<file path="src/rtl/tcp_conn_ctrl.sv">
// TCP connection sequencer: SYN / SYN-ACK / ACK open, data accounting, FIN / FIN / ACK close.
// Latency: one cycle from any sampled input to registered state and tx_* outputs.
// Backpressure: tx_valid and tx fields hold until tx_ready; only peer RST or rst drops a pending request.
// Optional retransmit timer and retry counter are built when TCP_CONN_RETRY_EN is defined.
module tcp_conn_ctrl #(
  parameter logic [31:0] ISN            = 32'h0000_1000,
  parameter int          TIMEOUT_CYCLES = 1000,
  parameter int          MAX_RETRIES    = 3
) (
  input  logic        clk,
  input  logic        rst,
  input  logic        open_req,
  input  logic        close_req,
  input  logic        snd_adv_valid,
  input  logic [15:0] snd_adv_len,
  input  logic        rx_valid,
  input  logic [5:0]  rx_flags,
  input  logic [31:0] rx_seq,
  input  logic [31:0] rx_ack,
  output logic        tx_valid,
  input  logic        tx_ready,
  output logic [5:0]  tx_flags,
  output logic [31:0] tx_seq,
  output logic [31:0] tx_ack,
  output logic [3:0]  state,
  output logic        established,
  output logic [1:0]  err
);

  // Flag bit positions within {URG,ACK,PSH,RST,SYN,FIN}
  localparam int RX_FIN = 0;
  localparam int RX_RST = 2;

  localparam logic [5:0] F_SYN     = 6'h02;
  localparam logic [5:0] F_ACK     = 6'h10;
  localparam logic [5:0] F_FIN_ACK = 6'h11;
  localparam logic [5:0] F_SYN_ACK = 6'h12;

  localparam logic [1:0] ERR_NONE    = 2'b00;
  localparam logic [1:0] ERR_TIMEOUT = 2'b01;
  localparam logic [1:0] ERR_RESET   = 2'b10;

  typedef enum logic [3:0] {
    S_CLOSED        = 4'd0,
    S_SYN_SEND      = 4'd1,
    S_SYN_SENT      = 4'd2,
    S_ACK_SEND      = 4'd3,
    S_ESTABLISHED   = 4'd4,
    S_FIN_SEND      = 4'd5,
    S_FIN_WAIT      = 4'd6,
    S_LAST_ACK_SEND = 4'd7
  } state_t;

  state_t      st;
  logic [31:0] snd_nxt;
  logic [31:0] rcv_nxt;

`ifdef TCP_CONN_RETRY_EN
  localparam int             TW         = $clog2(TIMEOUT_CYCLES + 1);
  localparam logic [TW-1:0]  TIMER_LOAD = TW'(TIMEOUT_CYCLES);
  localparam logic [3:0]     RETRY_MAX  = 4'(MAX_RETRIES);

  logic [TW-1:0] timer;
  logic [3:0]    retries;
  logic          timer_expire;

  // Counter is about to reach zero on this edge: the wait has lasted TIMEOUT_CYCLES
  assign timer_expire = (timer == TW'(1));
`else
  // Without the retry feature the timing parameters are accepted but have no effect
  localparam int unused_cfg = TIMEOUT_CYCLES + MAX_RETRIES;
`endif

  // URG and PSH never influence connection state
  logic unused_flags;
  assign unused_flags = rx_flags[5] ^ rx_flags[3];

  // Sequence number after the current cycle's data advance in ESTABLISHED
  logic [31:0] snd_est;
  assign snd_est = snd_adv_valid ? (snd_nxt + {16'h0000, snd_adv_len}) : snd_nxt;

  // SYN-ACK acceptance: both SYN and ACK set, and acknowledging exactly our SYN
  logic synack_ok;
  assign synack_ok = rx_valid && ((rx_flags & F_SYN_ACK) == F_SYN_ACK) && (rx_ack == snd_nxt);

  logic tx_xfer;
  assign tx_xfer = tx_valid && tx_ready;

  assign state = st;

  // Connection FSM: state, sequence space, retransmit timing and all registered outputs
  always_ff @(posedge clk) begin
    if (rst) begin
      st          <= S_CLOSED;
      tx_valid    <= 1'b0;
      tx_flags    <= '0;
      tx_seq      <= '0;
      tx_ack      <= '0;
      established <= 1'b0;
      err         <= ERR_NONE;
      snd_nxt     <= ISN;
      rcv_nxt     <= '0;
`ifdef TCP_CONN_RETRY_EN
      timer       <= '0;
      retries     <= '0;
`endif
    end else if ((st != S_CLOSED) && rx_valid && rx_flags[RX_RST]) begin
      // Peer reset aborts everything, including a request still waiting on tx_ready
      st          <= S_CLOSED;
      tx_valid    <= 1'b0;
      established <= 1'b0;
      err         <= ERR_RESET;
    end else begin
      unique case (st)
        S_CLOSED: begin
          // open_req wins over a simultaneous close_req, which is meaningless here
          if (open_req) begin
            st       <= S_SYN_SEND;
            err      <= ERR_NONE;
            snd_nxt  <= ISN;
            tx_valid <= 1'b1;
            tx_flags <= F_SYN;
            tx_seq   <= ISN;
            tx_ack   <= '0;
`ifdef TCP_CONN_RETRY_EN
            retries  <= '0;
`endif
          end
        end

        S_SYN_SEND: begin
          if (tx_xfer) begin
            st       <= S_SYN_SENT;
            tx_valid <= 1'b0;
            snd_nxt  <= snd_nxt + 32'd1;
`ifdef TCP_CONN_RETRY_EN
            timer    <= TIMER_LOAD;
`endif
          end
        end

        S_SYN_SENT: begin
          // A valid SYN-ACK takes precedence over a timer expiring on the same edge
          if (synack_ok) begin
            st       <= S_ACK_SEND;
            rcv_nxt  <= rx_seq + 32'd1;
            tx_valid <= 1'b1;
            tx_flags <= F_ACK;
            tx_seq   <= snd_nxt;
            tx_ack   <= rx_seq + 32'd1;
          end
`ifdef TCP_CONN_RETRY_EN
          else begin
            timer <= timer - 1'b1;
            if (timer_expire) begin
              if (retries < RETRY_MAX) begin
                // Resend the original SYN: rewind over the SYN's sequence slot
                st       <= S_SYN_SEND;
                retries  <= retries + 4'd1;
                snd_nxt  <= snd_nxt - 32'd1;
                tx_valid <= 1'b1;
                tx_flags <= F_SYN;
                tx_seq   <= snd_nxt - 32'd1;
                tx_ack   <= '0;
              end else begin
                st  <= S_CLOSED;
                err <= ERR_TIMEOUT;
              end
            end
          end
`endif
        end

        S_ACK_SEND: begin
          if (tx_xfer) begin
            st          <= S_ESTABLISHED;
            tx_valid    <= 1'b0;
            established <= 1'b1;
          end
        end

        S_ESTABLISHED: begin
          // Data sent in the same cycle as close_req is counted before the FIN
          snd_nxt <= snd_est;
          if (close_req) begin
            st          <= S_FIN_SEND;
            established <= 1'b0;
            tx_valid    <= 1'b1;
            tx_flags    <= F_FIN_ACK;
            tx_seq      <= snd_est;
            tx_ack      <= rcv_nxt;
          end
        end

        S_FIN_SEND: begin
          if (tx_xfer) begin
            st       <= S_FIN_WAIT;
            tx_valid <= 1'b0;
            snd_nxt  <= snd_nxt + 32'd1;
`ifdef TCP_CONN_RETRY_EN
            timer    <= TIMER_LOAD;
`endif
          end
        end

        S_FIN_WAIT: begin
          // Only the peer's FIN matters; a bare ACK of our FIN leaves the timer running
          if (rx_valid && rx_flags[RX_FIN]) begin
            st       <= S_LAST_ACK_SEND;
            rcv_nxt  <= rx_seq + 32'd1;
            tx_valid <= 1'b1;
            tx_flags <= F_ACK;
            tx_seq   <= snd_nxt;
            tx_ack   <= rx_seq + 32'd1;
          end
`ifdef TCP_CONN_RETRY_EN
          else begin
            timer <= timer - 1'b1;
            if (timer_expire) begin
              if (retries < RETRY_MAX) begin
                st       <= S_FIN_SEND;
                retries  <= retries + 4'd1;
                snd_nxt  <= snd_nxt - 32'd1;
                tx_valid <= 1'b1;
                tx_flags <= F_FIN_ACK;
                tx_seq   <= snd_nxt - 32'd1;
                tx_ack   <= rcv_nxt;
              end else begin
                st  <= S_CLOSED;
                err <= ERR_TIMEOUT;
              end
            end
          end
`endif
        end

        S_LAST_ACK_SEND: begin
          if (tx_xfer) begin
            st       <= S_CLOSED;
            tx_valid <= 1'b0;
          end
        end

        default: begin
          st       <= S_CLOSED;
          tx_valid <= 1'b0;
        end
      endcase
    end
  end

endmodule
</file>
<file path="config.mk">
export PLATFORM = sky130hd
export DESIGN_NAME = tcp_conn_ctrl
export DESIGN_NICKNAME = d
export VERILOG_FILES = /design/src/rtl/tcp_conn_ctrl.sv
export SDC_FILE = /design/constraint.sdc
export NUM_CORES = 1
export LEC_CHECK = 0
export ABC_AREA = 1
export CAP_MARGIN = 5
export CORE_MARGIN = 3
export CORE_UTILIZATION = 55
export CTS_BUF_LIST = sky130_fd_sc_hd__clkbuf_2 sky130_fd_sc_hd__clkbuf_4 sky130_fd_sc_hd__clkbuf_8
export CTS_CLUSTER_SIZE = 24
export DETAILED_ROUTE_END_ITERATION = 7
export MAX_ROUTING_LAYER = met4
export PLACE_DENSITY = 0.82
export SYNTH_ARGS = -nofsm -noshare
export SYNTH_HDL_FRONTEND = slang
export SYNTH_SLANG_ARGS = --single-unit
export TNS_END_PERCENT = 50
</file>
<file path="constraint.sdc">
create_clock -name clk -period 6.6 [get_ports clk]
set_input_delay 1.32 -clock clk [delete_from_list [all_inputs] [get_ports clk]]
set_output_delay 1.32 -clock clk [all_outputs]
set_load 0.05 [all_outputs]
</file>
### Word level (Yosys, flattened, before mapping)

Cells that the tools add are included.
W data, S select, Z words.

| word-level totals | value |
|---|---|
| input port bits | 93 |
| word-level logic and storage cells | 96 |
| bits in registers | 141 |
| output and inout bits | 78 |

| cells by class | value |
|---|---|
| equal/unequal tests | 19 |
| bitwise gates (word level) | 1 |
| add/sub/neg operators | 3 |
| reductions and logical operators | 24 |
| multiplexer cells | 40 |

Operator list:

| cell | number |
|---|---|
| $mux W32 | 10 |
| $pmux W32 S4 | 2 |
| $pmux W32 S3 | 1 |
| $add A32 B1 Y32 const B | 2 |
| $pmux W32 S2 | 1 |
| $add A32 B16 Y32 | 1 |
| $eq A32 B32 Y1 | 1 |
| $mux W4 | 8 |
| $pmux W4 S8 | 1 |
| $mux W6 | 4 |
| $pmux W6 S4 | 1 |
| $eq A4 B3 Y1 const B | 4 |
| $ne A2 B2 Y1 const B | 8 |
| $eq A4 B2 Y1 const B | 2 |
| $reduce_and A4 Y1 | 2 |
| $reduce_and A8 Y1 | 1 |
| $reduce_bool A2 Y1 | 4 |
| $reduce_bool A4 Y1 | 2 |
| $mux W1 | 7 |
| $logic_and A1 B1 Y1 | 6 |
| $mux W2 | 3 |
| $reduce_and A6 Y1 | 1 |
| $pmux W1 S5 | 1 |
| $reduce_and A5 Y1 | 1 |
| 11 further kinds | 13 |

### Depth between registers and ports, before layout

| logic depth | value |
|---|---|
| depth after elaboration | 5 |
| depth in mapped cells | 16 |
| mapped depth without buffers | 15 |

### Least setup slack after synthesis

Ideal clock, no wire load.

| timing | value |
|---|---|
| kind | input -> register |
| start point | input snd_adv_len[0] |
| end point | register tx_seq[22] |
| slack | 3.627 ns |
| data required time | 6.487 ns |
| path buffers | 0 |
| library setup time | 0.113 ns |
| cell stages on the path | 14 |
| data arrival time | 2.860 ns |
| path through | ha_1 fa_1 nand2_1 o21ai_0 nand2_1 nand2_1 nand2_1 nand3_1 nand2_1 nand2_1 nand3_1 nand2_1 nor2_1 nor2_1 |

| on the way | value |
|---|---|
| word-level cells in the longest chain between the ends | 4 |

RTL lines:

| what | line | source |
|---|---|---|
| from (decl) | 15 | `input logic [15:0] snd_adv_len,` |
| $add A32 B16 Y32 | 80 | `assign snd_est = snd_adv_valid ? (snd_nxt + {16'h0000, snd_adv_len}) : snd_nxt;` |
| $mux W32 | 80 |  |
| $mux W32 | 185 | `if (close_req) begin` |
| $pmux W32 S4 | 114 | `unique case (st)` |
| to (signal assigned) | 149 | `tx_seq <= snd_nxt;` |
| to (signal assigned) | 190 | `tx_seq <= snd_est;` |
| to (signal assigned) | 213 | `tx_seq <= snd_nxt;` |
| to (decl) | 23 | `output logic [31:0] tx_seq,` |

Every way passes these cells. The select of a mux whose other input is x is not followed.
A chain may end at the register's enable or synchronous reset.

### Final worst setup path

| timing | value |
|---|---|
| start point | input rx_ack[3] |
| end point | register rcv_nxt[31] |

| on the way | value |
|---|---|
| word-level cells in the longest chain between the ends | 4 |

RTL lines:

| what | line | source |
|---|---|---|
| from (decl) | 19 | `input logic [31:0] rx_ack,` |
| $eq A32 B32 Y1 | 84 | `assign synack_ok = rx_valid && ((rx_flags & F_SYN_ACK) == F_SYN_ACK) && (rx_ack == snd_nxt);` |
| $logic_and A1 B1 Y1 | 84 |  |
| $ne A2 B2 Y1 (no line) | n/a |  |
| $reduce_and A4 Y1 (no line) | n/a |  |
| to (signal assigned) | 146 | `rcv_nxt <= rx_seq + 32'd1;` |
| to (signal assigned) | 210 | `rcv_nxt <= rx_seq + 32'd1;` |
| to (decl) | 56 | `logic [31:0] rcv_nxt;` |

Every way passes these cells.

==> summary.md <==
| Metric | Value |
|---|---|
| Status | completed |
| Maximum VDD drop | 0.000421 V |
| Mux contribution to synthesized area | 0% |
| Crit start category | input port |
| DP Area | 0.0118 mm^2 |
| Hold Path Class | reg2reg |
| Synth Flop Type | dfxtp_1 |
| Critical path fanouts, max | 37 |
| Setup crit end kind | flop |
| Initial antenna violation count | 1 |
| Adder-cell area share of the yosys netlist | 2.41% |
| Logic pwr share | 55.6% |
| Drt initial violations | 1105 |
| Standard-cell rows | 49 |
| Die Area | 0.0202 mm^2 |
| Routed Antenna Nets | 0 |
| Fraction of registers with async set/reset | 0% |
| Internal | 2120 uW |
| Met3 GRT Util | 4.81% |
| Syn_area_per_cell | 5.71 um^2 |
| Fmax | 0.265 GHz |
| Netlist cell types | 42 |
| Switch Pwr | 2350 uW |
| Tmin final | 3.78 ns |
| CTS tree | done |
| Max Cap Viol | 0 |
| Total gr overflow | 0 |
| Post-detail-place hpwl | 27000 um |
| I/O Pins | 171 |
| Clk sinks | 137 |
| Post-Place Worst Slack | 2.44 ns |
| CTS buffer count | 17 |
| Starting density of the core | 56.2% |
| Gr busiest metal | met2 |
| Setup CP Type | in2reg |
| Share of cells above drive strength 1 | 4.47% |
| Fin crit share | 57.3% |
| Final wirelength | 36500 um |
| DRT Pass-1 Iters | 5 |
| Worst relative slew slack | 27.6% |
| Netlist Area Pre-Place | 0.0102 mm^2 |
| Largest net degree at the start of global routing | 80 |
| RSZ-0062 raised after global routing | no |
| Final Slew Violations | 0 |
| Detailed-route via count | 12200 |
| Post-CTS setup buffers | 0 |
| Die X | 142 um |
| Clk buf depth | 2 |
| Simple-gate share of the synthesized area | 42.6% |
| Compound-Gate Fraction of Synth Area | 13.4% |
| Root buffer cell | clkbuf_8 |
| GRT met1 Usage | 45.4% |
| CP required | 6.98 ns |
| DRC | 0 |
| CTS clk-pin slew, worst paths | 0.08 ns |
| Cells after Synth | 1780 |
| Final Setup Violations | 0 |
| Switch share | 52.6% |
| Flop pwr share | 28.6% |
| Core Region | 0.0181 mm^2 |
| Cts repair resizes | 0 |
| Die height | 142 um |
| WL/cell | 17.1 um |
| Synth Area in XOR/XNOR | 2.24% |
| Worst-margin pin slew | 1.08 ns |
| Final Hold Fails | 0 |
| CTS Hold Buffers Added | 0 |
| Sum of negative setup slack | 0 ns |
| Yosys reg bits | 137 |
| Power per cell area | 366 mW/mm^2 |
| EDFF count, synth | 0 |
| Area Growth Syn to Fin | 19.8% |
| Latest clock arrival within the worst-skew pair | 0.46 ns |
| CTS H-tree depth | 4 |
| First-pass GRT wire length | 57100 um |
| RePlAce Congestion | 0.987 |
| Nets@finish | 2000 |
| Port buffer count | 163 |
| Total power | 4460 uW |
| Worst Skew | 0.0198 ns |
| Area of all placed cells without fillers | 0.0122 mm^2 |
| Clk network pwr share | 15.8% |
| Ys Warns | 0 |
| Post-synthesis sequential area ratio | 27.0% |
| Global Route Usage Sum | 36.4% |
| Vias in the first global route | 11200 |
| Worst EP arrival | 4.16 ns |
| Lkg Pwr | 0.00528 uW |
| Met2 Usage GRT | 58.1% |
| Largest family of logic cells by synthesized area | simple AND/OR/NAND/NOR gates |
| Fin worst setup slack | 2.82 ns |
| Vias/cell | 5.71 |
## cell usage in the layout (no fill, tap or decap), drive strengths merged, types with 10 or more instances in the layout
master	netlist	final
a21oi	130	130
a31oi	19	19
buf	45	15
clkbuf	47	19
clkdlybuf4s50	0	162
dfxtp	137	137
ha	18	18
inv	216	224
nand2	555	555
nand3	140	140
nand4	61	61
nor2	211	211
nor3	44	44
o21ai	68	68
o22ai	16	16
or2	14	14
xnor2	16	16
xor2	10	10
## per-stage QoR
step,utilization [%],cells,hold WS [ns]
3_5_place_dp,65.2,2098,0.444
4_1_cts,67.3,2130,0.456
5_1_grt,67.4,2131,0.480
6_report,67.4,2131,0.457
3_3_place_gp,65.2,2098,0.434
2_1_floorplan,-,1784,0.425
## worst paths after layout
check	startpoint	endpoint	slack, ns	cells past startpoint
hold / removal	rcv_nxt[4]	rcv_nxt[4]	0.46	2
setup / recovery	rx_ack[3]	rcv_nxt[31]	2.82	13
setup reg to reg	state[0]	tx_seq[20]	2.90	12
hold reg to reg	rcv_nxt[4]	rcv_nxt[4]	0.46	2
## registers in the layout, summed over array words and instances, names as in the netlist
register	flops
rcv_nxt	32
snd_nxt	32
tx_ack	32
tx_seq	32
state	3
tx_flags	3
err	1
established	1
tx_valid	1
## per-layer routing
metal  share of wire [%]  routed length (um)
met5                   0                   0
met4                 4.7                1700
met3                 8.1                2970
met2                  47               17100
met1                  40               14700
## critical path, stage by stage
cell and delay (ns):
clkdlybuf4s50_1 0.49, nand2_1 0.06, nand2_1 0.15, nand2_1 0.07, nor2_1 0.13, nand2_1 0.07, nor2_1 0.23, nand3_1 0.26
nand2_2 0.53, nand2_1 0.14, buf_4 0.30, or2_0 0.26, a21oi_1 0.12
## cells in the mapped netlist (18+ instances only)
master / n / area, um^2
nand2_1: 554 / 2080
nor2_1: 207 / 777
inv_1: 201 / 754
nand3_1: 138 / 691
dfxtp_1: 137 / 2740
a21oi_1: 130 / 651
o21ai_0: 65 / 325
nand4_1: 61 / 382
clkbuf_1: 44 / 165
nor3_1: 42 / 210
buf_2: 36 / 180
a31oi_1: 19 / 119
ha_1: 18 / 225
## power groups by stage
| stage | Clock, uW | Combinational [uW] | Sequential (uW) |
|---|---|---|---|
| after detailed placement | 0 | 2450 | 1280 |
| after global placement | 0 | 2400 | 1280 |
| after global routing | 738 | 2710 | 1300 |
| after CTS | 707 | 2460 | 1270 |
| after floorplan | 0 | 1360 | 1630 |
| final | 704 | 2480 | 1280 |
## kinds of logic (layout without fill, tap and decap cells)
logic type	Yosys count	after routing
flip-flops	137	137
buffers and inverters	313	430
AO/OA/AOI/OAI	253	253
adder cells (fa/ha/maj)	19	19
AND/OR/NAND/NOR	1031	1031
other	1	6
XOR/XNOR	26	26
## final cells by class
type,count,area [um^2]
antenna,1,2.50
inverter,221,830
timing repair buffer,177,1730
multi-input combinational,1334,6200
clock buffer,19,255
tap,229,287
clock inverter,13,131
sequential,137,2740
fill,1689,5900
No activity file was read; power rests on OpenSTA's default activity.
